File: config.mk
export PLATFORM = sky130hd
export DESIGN_NAME = dcmi_out_fifo_flat
export DESIGN_NICKNAME = d
export VERILOG_FILES = /design/src/rtl/dcmi_out_fifo_pkg.sv /design/src/rtl/dcmi_out_fifo_if.sv /design/src/rtl/dcmi_out_fifo_sync_fifo.sv /design/src/rtl/dcmi_out_fifo.sv /design/src/flat_wrapper.sv
export SDC_FILE = /design/constraint.sdc
export NUM_CORES = 1
export LEC_CHECK = 0
export ABC_AREA = 0
export ABC_CLOCK_PERIOD_IN_PS = 9180
export BUFFER_PORTS_ARGS = -buffer_cell sky130_fd_sc_hd__buf_2
export CAP_MARGIN = 20
export CORE_MARGIN = 1
export CORE_UTILIZATION = 25
export CTS_CLUSTER_SIZE = 30
export DETAILED_ROUTE_END_ITERATION = 10
export PLACE_DENSITY = 0.38
export SYNTH_ARGS = -nofsm -noshare
export SYNTH_HDL_FRONTEND = slang
export SYNTH_SLANG_ARGS = --single-unit
File: constraint.sdc
create_clock -name dcmi_pclk -period 9.18 [get_ports dcmi_pclk]
set_clock_uncertainty 0.1 [all_clocks]
set_input_delay 0.459 -clock dcmi_pclk [delete_from_list [all_inputs] [get_ports dcmi_pclk]]
set_output_delay 0.459 -clock dcmi_pclk [all_outputs]
set_load 0.01 [all_outputs]
File: src/rtl/dcmi_out_fifo_pkg.sv
// Shared constants for the DCMI output buffer: default word width, default
// FIFO depth and the bit positions of the frame tags in a packed FIFO entry.
package dcmi_out_fifo_pkg;

  localparam int DCMI_DW      = 32;
  localparam int DCMI_DEPTH   = 16;

  // Packed entry layout: {sof, eof, data[DW-1:0]}
  localparam int DCMI_TAG_EOF = DCMI_DW;
  localparam int DCMI_TAG_SOF = DCMI_DW + 1;
  localparam int DCMI_ENTRY_W = DCMI_DW + 2;

endpackage

File: src/rtl/dcmi_out_fifo_if.sv
// Output stream of the DCMI buffer towards the DMA/bus bridge.
//
// Handshake: a beat transfers at a rising clock edge where m_valid and
// m_ready are both 1. m_valid is registered and never depends on m_ready;
// once raised it stays up with stable data/tags until the beat transfers
// (or until reset/flush). m_data/m_sof/m_eof are zero whenever m_valid is 0.
interface dcmi_out_fifo_if #(
  parameter int DW = dcmi_out_fifo_pkg::DCMI_DW
) ();

  logic          m_valid;
  logic          m_ready;
  logic [DW-1:0] m_data;
  logic          m_sof;
  logic          m_eof;

  modport master (
    output m_valid,
    output m_data,
    output m_sof,
    output m_eof,
    input  m_ready
  );

  modport slave (
    input  m_valid,
    input  m_data,
    input  m_sof,
    input  m_eof,
    output m_ready
  );

endinterface

File: src/rtl/dcmi_out_fifo_sync_fifo.sv
// Generic single-clock FIFO with occupancy count, non-empty flag and a
// drop indication for pushes that find the FIFO full with no pop that cycle.
module dcmi_sync_fifo
  import dcmi_out_fifo_pkg::*;
#(
  parameter int W     = DCMI_ENTRY_W,
  parameter int DEPTH = DCMI_DEPTH,
  parameter int AW    = $clog2(DEPTH)
) (
  input  logic          clk_i,
  input  logic          rst_n,
  input  logic          clr_i,
  input  logic          push_i,
  input  logic [W-1:0]  wdata_i,
  input  logic          pop_i,
  output logic [W-1:0]  rdata_o,
  output logic          valid_o,
  output logic [AW:0]   count_o,
  output logic          drop_o
);

  localparam logic [AW:0]   FULL_CNT = (AW+1)'(DEPTH);
  localparam logic [AW:0]   CNT_ONE  = (AW+1)'(1);
  localparam logic [AW-1:0] PTR_ONE  = AW'(1);

  logic [W-1:0]  mem_q [DEPTH];
  logic [AW-1:0] wr_ptr_q, wr_ptr_d;
  logic [AW-1:0] rd_ptr_q, rd_ptr_d;
  logic [AW:0]   count_q, count_d;
  logic          valid_q, valid_d;
  logic          full;
  logic          pop_ok;
  logic          push_ok;

  assign full    = (count_q == FULL_CNT);
  assign pop_ok  = pop_i & valid_q;
  // A push into a full FIFO still lands when the head leaves in the same cycle.
  assign push_ok = push_i & (~full | pop_ok);
  assign drop_o  = push_i & full & ~pop_ok;

  assign rdata_o = mem_q[rd_ptr_q];
  assign valid_o = valid_q;
  assign count_o = count_q;

  // Next pointers, count and registered non-empty flag.
  always_comb begin
    wr_ptr_d = wr_ptr_q;
    rd_ptr_d = rd_ptr_q;
    count_d  = count_q;
    if (push_ok) wr_ptr_d = wr_ptr_q + PTR_ONE;
    if (pop_ok)  rd_ptr_d = rd_ptr_q + PTR_ONE;
    if (push_ok && !pop_ok)      count_d = count_q + CNT_ONE;
    else if (!push_ok && pop_ok) count_d = count_q - CNT_ONE;
    valid_d = (count_d != '0);
  end

  // Pointer/count state; clr behaves exactly like reset.
  always_ff @(posedge clk_i) begin
    if (!rst_n || clr_i) begin
      wr_ptr_q <= '0;
      rd_ptr_q <= '0;
      count_q  <= '0;
      valid_q  <= 1'b0;
    end else begin
      wr_ptr_q <= wr_ptr_d;
      rd_ptr_q <= rd_ptr_d;
      count_q  <= count_d;
      valid_q  <= valid_d;
    end
  end

  // Storage array write; contents need no reset since valid gates the head.
  always_ff @(posedge clk_i) begin
    if (rst_n && !clr_i && push_ok) mem_q[wr_ptr_q] <= wdata_i;
  end

endmodule

File: src/rtl/dcmi_out_fifo.sv
// DCMI output buffer: holds each captured word back by one word so the
// frame end can be tagged on the last word, then queues tagged words for
// the bus bridge. Input cannot be stalled, so full-FIFO pushes are dropped
// and reported as overruns.
module dcmi_out_fifo
  import dcmi_out_fifo_pkg::*;
#(
  parameter int DW    = DCMI_DW,
  parameter int DEPTH = DCMI_DEPTH,
  parameter int AW    = $clog2(DEPTH)
) (
  input  logic                  dcmi_pclk,
  input  logic                  rst_n,
  input  logic                  flush,
  input  logic                  din_vld,
  input  logic [DW-1:0]         din,
  input  logic                  frame_start_pulse,
  input  logic                  frame_end_pulse,
  dcmi_out_fifo_if.master       m_if,
  output logic [AW:0]           level,
  output logic                  ovr_irq_pulse,
  output logic                  ovr_sticky
);

  localparam int EW      = DW + 2;
  localparam int TAG_EOF = DW;
  localparam int TAG_SOF = DW + 1;

  logic          stg_vld_q, stg_vld_d;
  logic [DW-1:0] stg_data_q, stg_data_d;
  logic          stg_sof_q, stg_sof_d;
  logic          sof_pend_q, sof_pend_d;
  logic          end_pend_q, end_pend_d;
  logic          ovr_irq_q;
  logic          ovr_sticky_q;

  logic          push;
  logic          push_eof;
  logic          sof_eff;
  logic [EW-1:0] push_entry;

  logic [EW-1:0] head_entry;
  logic          head_vld;
  logic          fifo_drop;

  // Staging/tagging decisions. At most one push per cycle; the frame-start
  // case wins over the normal word push and over the deferred frame end.
  always_comb begin
    stg_vld_d  = stg_vld_q;
    stg_data_d = stg_data_q;
    stg_sof_d  = stg_sof_q;
    sof_pend_d = sof_pend_q;
    end_pend_d = end_pend_q;
    push       = 1'b0;
    push_eof   = 1'b0;
    // A word arriving with the start pulse is the first of the new frame.
    sof_eff    = sof_pend_q | frame_start_pulse;

    if (frame_start_pulse && stg_vld_q) begin
      // Previous frame never saw its end: close it on the staged word.
      push       = 1'b1;
      push_eof   = 1'b1;
      stg_vld_d  = 1'b0;
      end_pend_d = 1'b0;
    end else if (din_vld && stg_vld_q) begin
      push       = 1'b1;
    end else if (end_pend_q && !din_vld) begin
      // First idle cycle after frame end: staged word is the last one.
      if (stg_vld_q) begin
        push      = 1'b1;
        push_eof  = 1'b1;
        stg_vld_d = 1'b0;
      end
      end_pend_d = 1'b0;
    end

    if (din_vld) begin
      stg_vld_d  = 1'b1;
      stg_data_d = din;
      stg_sof_d  = sof_eff;
      sof_pend_d = 1'b0;
    end else begin
      sof_pend_d = sof_eff;
    end

    if (frame_end_pulse) end_pend_d = 1'b1;
  end

  always_comb begin
    push_entry          = '0;
    push_entry[DW-1:0]  = stg_data_q;
    push_entry[TAG_EOF] = push_eof;
    push_entry[TAG_SOF] = stg_sof_q;
  end

  dcmi_sync_fifo #(
    .W     (EW),
    .DEPTH (DEPTH),
    .AW    (AW)
  ) u_fifo (
    .clk_i   (dcmi_pclk),
    .rst_n   (rst_n),
    .clr_i   (flush),
    .push_i  (push & ~flush),
    .wdata_i (push_entry),
    .pop_i   (m_if.m_ready),
    .rdata_o (head_entry),
    .valid_o (head_vld),
    .count_o (level),
    .drop_o  (fifo_drop)
  );

  // Staging, pending flags and overrun reporting.
  always_ff @(posedge dcmi_pclk) begin
    if (!rst_n || flush) begin
      stg_vld_q    <= 1'b0;
      stg_data_q   <= '0;
      stg_sof_q    <= 1'b0;
      sof_pend_q   <= 1'b0;
      end_pend_q   <= 1'b0;
      ovr_irq_q    <= 1'b0;
      ovr_sticky_q <= 1'b0;
    end else begin
      stg_vld_q    <= stg_vld_d;
      stg_data_q   <= stg_data_d;
      stg_sof_q    <= stg_sof_d;
      sof_pend_q   <= sof_pend_d;
      end_pend_q   <= end_pend_d;
      ovr_irq_q    <= fifo_drop;
      ovr_sticky_q <= ovr_sticky_q | fifo_drop;
    end
  end

  assign m_if.m_valid = head_vld;
  assign m_if.m_data  = head_vld ? head_entry[DW-1:0] : '0;
  assign m_if.m_sof   = head_vld & head_entry[TAG_SOF];
  assign m_if.m_eof   = head_vld & head_entry[TAG_EOF];

  assign ovr_irq_pulse = ovr_irq_q;
  assign ovr_sticky    = ovr_sticky_q;

endmodule

File: src/flat_wrapper.sv
// flat-port wrapper written by rule: the top's interface ports become plain ports
module dcmi_out_fifo_flat import dcmi_out_fifo_pkg::*;
#(
  parameter int DW    = DCMI_DW,
  parameter int DEPTH = DCMI_DEPTH,
  parameter int AW    = $clog2(DEPTH)
)
  (dcmi_pclk, rst_n, flush, din_vld, din, frame_start_pulse, frame_end_pulse, level, ovr_irq_pulse, ovr_sticky, m_if_m_valid, m_if_m_data, m_if_m_sof, m_if_m_eof, m_if_m_ready);
  dcmi_out_fifo_if #(.DW(DW)) m_if_i ();
  input  logic dcmi_pclk;
  input  logic rst_n;
  input  logic flush;
  input  logic din_vld;
  input  logic [DW-1:0] din;
  input  logic frame_start_pulse;
  input  logic frame_end_pulse;
  output logic [AW:0] level;
  output logic ovr_irq_pulse;
  output logic ovr_sticky;
  output wire logic [$bits(m_if_i.m_valid)-1:0] m_if_m_valid;
  output wire logic [$bits(m_if_i.m_data)-1:0] m_if_m_data;
  output wire logic [$bits(m_if_i.m_sof)-1:0] m_if_m_sof;
  output wire logic [$bits(m_if_i.m_eof)-1:0] m_if_m_eof;
  input wire logic [$bits(m_if_i.m_ready)-1:0] m_if_m_ready;
  assign m_if_m_valid = m_if_i.m_valid;
  assign m_if_m_data = m_if_i.m_data;
  assign m_if_m_sof = m_if_i.m_sof;
  assign m_if_m_eof = m_if_i.m_eof;
  assign m_if_i.m_ready = m_if_m_ready;
  dcmi_out_fifo #(.DW(DW), .DEPTH(DEPTH), .AW(AW)) u_core (.dcmi_pclk(dcmi_pclk), .rst_n(rst_n), .flush(flush), .din_vld(din_vld), .din(din), .frame_start_pulse(frame_start_pulse), .frame_end_pulse(frame_end_pulse), .m_if(m_if_i), .level(level), .ovr_irq_pulse(ovr_irq_pulse), .ovr_sticky(ovr_sticky));
endmodule
# --- Yosys cells after proc, flatten, opt, wreduce, memory -nomap -nowiden ---
# Memory sizes are Yosys's and may differ from the RTL's. A register that Yosys moved wholly into a read port is not among the register bits.
# Index checks and enable logic that the tools add are counted.
# W data, S select, Z words.
word_totals:
  out_inout_bits: 42
  memories: 1
  elab_cells: 69
  in_bits: 39
  ram_bits: 544
  register_bits: 52
memory_table:
  columns: ["memory", "words", "width", "read_ports", "rd_clocked_by_memory_dff", "wr", "line_no", "rtl"]
  rows:
  - ["u_core.u_fifo.mem_q", 16, 34, 1, 1, 1, "dcmi_out_fifo_sync_fifo.sv:26", "logic [W-1:0] mem_q [DEPTH];"]
op_classes:
  reduce_logical: 19
  addsub: 4
  n_mux: 18
  bitwise: 13
  n_eq_ne: 3
op_table:
  columns: ["operator", "count"]
  rows:
  - ["$mux W32", 1]
  - ["$mux W1", 13]
  - ["$mux W5", 2]
  - ["$add A4 B1 Y4 const B", 2]
  - ["$mux W4", 2]
  - ["$and A1 B1 Y1", 7]
  - ["$logic_and A1 B1 Y1", 7]
  - ["$ne A3 B2 Y1 const B", 2]
  - ["$reduce_bool A3 Y1", 2]
  - ["$add A5 B1 Y5 const B", 1]
  - ["$eq A5 B5 Y1 const B", 1]
  - ["$logic_not A1 Y1", 5]
  - ["$reduce_bool A5 Y1", 1]
  - ["$sub A5 B1 Y5 const B", 1]
  - ["$reduce_and A2 Y1", 2]
  - ["$not A1 Y1", 3]
  - ["$or A1 B1 Y1", 3]
  - ["$reduce_or A2 Y1", 1]
  - ["$logic_or A1 B1 Y1", 1]

# --- Depth between registers and ports, before layout ---
logic_depth:
  word_depth: 12
  mapped_depth: 7
  ltp_nobuf: 7

# --- Modules after synthesis ---
# From an unflattened synthesis, not the netlist that was laid out.
hier_totals:
  hier_cells: 1036
  hier_area_um2: 22955.8
by_module_without_submodules:
  columns: ["mod", "cells_per_inst", "seq_area_each_um2", "n_inst", "area_each_um2"]
  rows:
  - ["dcmi_sync_fifo", 869, 16696.0, 1, 21349.2]
  - ["dcmi_out_fifo", 167, 760.7, 1, 1606.5]

# --- Least setup slack after synthesis ---
# OpenSTA, ideal clock, no wires.
synth_timing:
  kind: "flip-flop to flip-flop"
  start: "reg u_core.u_fifo.count_q[0], in the netlist u_core.u_fifo.count_o[0]"
  end: "mem u_core.u_fifo.mem_q[0][0] (netlist name), enable pin"
  path_slack_ps: 5003
  path_stages_with_launch: 7
  setup_ps: 468
  t_arrival_ps: 3610
  period_less_slack_ps: 4177
  cell_sequence: "dfxtp_1 > inv_1 > ha_1 > nor3b_1 > nand3_1 > nand4_1 > nor3_1"
synth_between:
  elab_chain_cells: 7
synth_lines:
  columns: ["item", "line_no", "rtl"]
  rows:
  - ["from (decl)", "dcmi_out_fifo_sync_fifo.sv:29", "logic [AW:0] count_q, count_d;"]
  - ["from (signal assigned)", "dcmi_out_fifo_sync_fifo.sv:67", "count_q <= count_d;"]
  - ["$eq A5 B5 Y1", "dcmi_out_fifo_sync_fifo.sv:35", "assign full = (count_q == FULL_CNT);"]
  - ["$not A1 Y1", "dcmi_out_fifo_sync_fifo.sv:38", "assign push_ok = push_i & (~full | pop_ok);"]
  - ["$or A1 B1 Y1", "dcmi_out_fifo_sync_fifo.sv:38", null]
  - ["$and A1 B1 Y1", "dcmi_out_fifo_sync_fifo.sv:38", null]
  - ["$logic_and A1 B1 Y1", "dcmi_out_fifo_sync_fifo.sv:74", "if (rst_n && !clr_i && push_ok) mem_q[wr_ptr_q] <= wdata_i;"]
  - ["$mux W1", "dcmi_out_fifo_sync_fifo.sv:74", null]
  - ["$mux W1 (not written as such)", "dcmi_out_fifo_sync_fifo.sv:74", null]
  - ["to (decl)", "dcmi_out_fifo_sync_fifo.sv:26", null]
# Every way passes these cells.

==> flow_results.org <==
** Run status
- The run finished with clean final reports.

** Timing
- Final Slew Violations :: 0
- The total count of hold-check failures in the final report came to 0.
- Worst rel slew slack :: ~30%
- Derived from the worst setup path, the maximum achievable clock frequency is about 200 MHz.
- Setup violations remaining at the end of the flow were counted as 0.
- Final Critical Period :: slightly below 5 ns
- The final critical path takes up a little over half of the cycle.
- Adding up every negative setup slack in the final design gives 0 ns.
- Worst Tran Pin Value :: between 1 and 1.5 ns
- Setup repair after global routing missed its margin :: no

** Clock tree
- Reg clk slew, reported paths :: approximately 0.06 ns
- Level count of the clock H-tree :: 3
- At the later pin of the worst-skew pair, clock insertion delay measures between 0.6 and 0.7 ns.
- CTS saw 600 sinks.
- Buffers inserted to repair hold after CTS numbered 28.
- Number of gates resized after cts :: 0
- TritonCTS clock tree :: built
- The clock passes through at most 3 buffers.
- The tree is rooted in a clkbuf_16.
- CTS Buf Count :: 70
- Once the clock tree was built, the setup fixing pass inserted 0 buffers.

** Synthesis
- Post-Synthesis Cell Area :: approximately 23000 sq um
- After technology mapping, the gate count stands at between 1000 and 1500.
- After synthesis the netlist holds a flip-flop and latch count of 600.
- Of the synthesized area, sequential elements account for about three quarters.
- Yosys printed 0 warnings.
- Summed over its instances, the top area cell type makes up a little under three quarters of the synthesized netlist area.
- The number of nets handed over by synthesis was around 1100.
- Post-synthesis cell type count :: 36
- By area the synthesized netlist is led by edfxtp_1, mux4_2, dfxtp_1.
- Mean area per synthesized cell :: around 22 sq um
- Dominant cell type by area after synthesis :: edfxtp_1

** Drt
- The detailed router finished its first iteration with approximately 750 violations.
- Met3 routed wirelength :: 2162 microns
- Met2 Routed Length :: about 29000 microns
- Highest routed layer :: met5
- After detailed routing, the wire length on met1 is roughly 27000 microns.
- Average wire per cell in the routed design :: around 24 microns
- Length of the first detailed-routing pass in iterations :: 4
- After detailed routing, the number of vias per cell comes to about 4.4.
- The final layout contains routed wiring with a total length of about 59000 microns.
- ANT nets after route :: 0
- Residual DRC count :: 0
- Summing over every cut layer, the via total after detailed routing is 10646.

** Worst setup path
- Endpoint of the worst register-to-register path :: u_core.u_fifo.mem_q[7][27]$_DFFE_PP_
- The worst setup path is launched from a flip-flop.
- At the worst endpoint, the required time is approximately 8.6 ns.
- Number of cells on the worst reg-to-reg path :: 6
- Crit-path slowest cell :: dfxtp_4
- Largest stage delay on the critical path :: about 0.87 ns
- The critical path is of the reg -> out type.
- For the worst setup path, the data arrival time is 4.31 ns.
- R2R Setup Slk :: 5.66 ns
- In this run the worst path has a maximum fanout of 47.
- STA classifies the critical path endpoint as a primary output.
- Traced cell by cell, the critical path runs through buf_4 -> buf_4 -> mux4_2 -> mux4_2 -> and2_1 -> buf_2.
- The startpoint identified for the worst register-to-register timing path is u_core.u_fifo.valid_o$_SDFF_PP0_.

** Cells and area
- Fraction of final layout cells sized beyond drive strength 1 :: 31.14%
- From synthesis to final layout, the design area changed by 19.16%.
- Final design area excluding fillers :: roughly 27000 sq um
- # fillers :: between 8000 and 9000
- 0 antenna diodes ended up in the layout.
- Nets :: about 1200
- After the flow finishes, the layout carries non-filler instances totaling approximately 2400.

** Worst hold path
- Counting instances, the worst hold path has a depth of 3.
- The path with the worst hold slack has its endpoint at u_core.stg_data_q[6]$_SDFFE_PP0P_.
- Worst hold start :: din[6]
- Type of the worst min-delay path :: in -> reg

** Pwr
- Part of the total power dissipated in sequential elements :: between 50 and 60%
- Power share of the combinational group :: about 1.6%
- Worst voltage drop across the vdd grid :: about 110 uV
- Switching power :: ~1200 uW
- Internal power of the cells :: around 4600 uW
- Summed over all cells, the static leakage comes to a little under 0.009 uW.
- Power, Total :: around 5800 uW
- Clk network pwr share :: between 40% and 50%
- Of the total power, the share spent switching nets is just over 20%.
- Power density over the cells :: roughly 210 nW/um^2

** Placement
- In this run the cell area measured after placement is about 25000 sq um.
- During placement, the flow inserted port buffers numbering 80.
- Counting tap cells, the placed design contains a total of roughly 2300 instances.
- Placer congestion estimate :: 0.6611
- The wire-length estimate of the detail-placed layout is roughly 28000 microns.

** Floorplanning
- For this configuration, the core starts out at a cell density of 25.35%.
- Height of the die :: roughly 300 microns
- 81 I/O pins were placed.
- The die is around 300 microns wide.
- The die covers between 90000 and 100000 sq um.
- Count of standard-cell rows :: 110
- After floorplanning, the core was sized to cover 90290 sq um.

** GRT
- Global-route wire length before repair :: 85530 microns
- Via count of the first global-routing pass :: about 12000
- Global router's overall resource usage :: about an eighth
- For this run the aggregate overflow at the end of global routing stands at 0.
- Maximum number of pins on one net before global-route repair :: 48
- The initial antenna violation count is 2.

** Job
- Max-cap violations in this run came to 0.
[cell usage in the layout, fill, tap and decap left out, drive strengths merged, types with 4 or more instances in the layout]
cell type	synthesis	layout
a211oi	4	4
a21oi	7	7
and2	35	35
buf	29	105
bufinv	0	5
clkbuf	25	96
clkinv	0	26
dfxtp	56	56
dlygate4sd3	0	28
edfxtp	544	544
ha	7	7
inv	6	8
mux2i	32	32
mux4	170	170
nand2	10	10
nand2b	4	4
nand4	7	7
nor2	65	65
nor3	8	8
xnor2	5	5
xor2	5	5
[worst max-delay path: cells and delay by family (launching register included)]
| family | cells | cell delay, ns |
|---|---|---|
| buffers and inverters | 3 | 1.60 |
| DFF | 1 | 0.87 |
| muxes | 2 | 0.98 |
| and+or+nand+nor | 1 | 0.20 |
[synth_stat cells]
cell       count
edfxtp_1     544
a211oi_1       4
nor3_1         8
ha_1           7
inv_1          6
nand3_1        1
mux2i_1       32
nor3b_1        1
nor2b_1        2
o22ai_1        2
or3_1          1
o21a_1         1
buf_6          6
o211a_1        1
o21ai_0        1
clkbuf_1      25
buf_4          1
a31oi_1        2
buf_1          5
buf_2         17
a22oi_1        1
xor2_1         5
and3_1         2
xnor2_1        5
nor2_1        65
a22o_1         1
o2bb2ai_1      1
dfxtp_1       56
nand4_1        7
mux4_2       170
nand2b_1       4
nand2_1       10
and2_1        35
nand4bb_1      1
a41oi_1        1
a21oi_1        7
[power by group through the flow]
| stage | Sequential [uW] | Combinational (uW) | Clock [uW] |
|---|---|---|---|
| 2_1_floorplan | 3040 | 50.6 | 0 |
| 3_3_place_gp | 3050 | 85.3 | 0 |
| 3_5_place_dp | 3050 | 84.7 | 0 |
| 4_1_cts | 2990 | 94.8 | 2770 |
| 5_1_grt | 2990 | 99.7 | 2870 |
| 6_report | 2990 | 90.8 | 2670 |
[metrics by stage]
stage / hold WS, ns / setup WS (ns) / util, %
final: 0.03507 / 4.307 / 30.21
after global placement: 0.3561 / 4.812 / 27.47
after global routing: 0.02054 / 4.055 / 30.21
after detailed placement: 0.3507 / 4.829 / 27.47
after CTS: 0.008401 / 4.146 / 30.21
after floorplan: 0.3675 / 5.003 / -
[per-layer routing]
| metal | global-route usage, % | vias up |
|---|---|---|
| met5 | 0 | - |
| met4 | 3.394 | 2 |
| met3 | 2.323 | 71 |
| met2 | 21.27 | 195 |
| met1 | 17.40 | 5759 |
| li1 | - | 4619 |
[how the worst max path moves through the flow]
stage                     slack, ns                                   to                           startpoint
final                          4.31                           m_if_m_sof                            flip-flop
after CTS                      4.15                           m_if_m_sof                            flip-flop
after detailed placement       4.83                           m_if_m_sof                            flip-flop
after global placement         4.81                           m_if_m_sof                            flip-flop
after floorplan                5.00  u_core.u_fifo.mem_q[0][0]$_DFFE_PP_  u_core.u_fifo.count_o[0]$_SDFF_PP0_
after global routing           4.05                           m_if_m_sof                            flip-flop
[flip-flops by register name (all words and copies together), names as in the netlist, 4 cells and up, named ones only]
register                count
u_core.stg_data_q          32
u_core.u_fifo.mem_q       544
u_core.u_fifo.count_o       5
u_core.u_fifo.wr_ptr_q      4
u_core.u_fifo.rd_ptr_q      4
[kinds of logic after synthesis]
logic type | synth area share (%)
buffers and inverters | 1.290
adder cells (fa/ha/maj) | 0.3827
XOR/XNOR | 0.3827
AO/OA/AOI/OAI | 0.6396
flip-flops | 76.27
AND/OR/NAND/NOR | 2.903
multiplexers | 18.13
[cell type report]
type                       instances  area [sq um]  share of cell area, %
clock buffer                      96          1849                  6.781
multi-input combinational        378          5248                  19.24
inverter                           6         22.52                0.08258
tap                             1176          1471                  5.395
sequential                       600         17470                  64.06
timing repair buffer             133         870.8                  3.193
clock inverter                    33         339.1                  1.243
(Power assumes the default switching activity.)
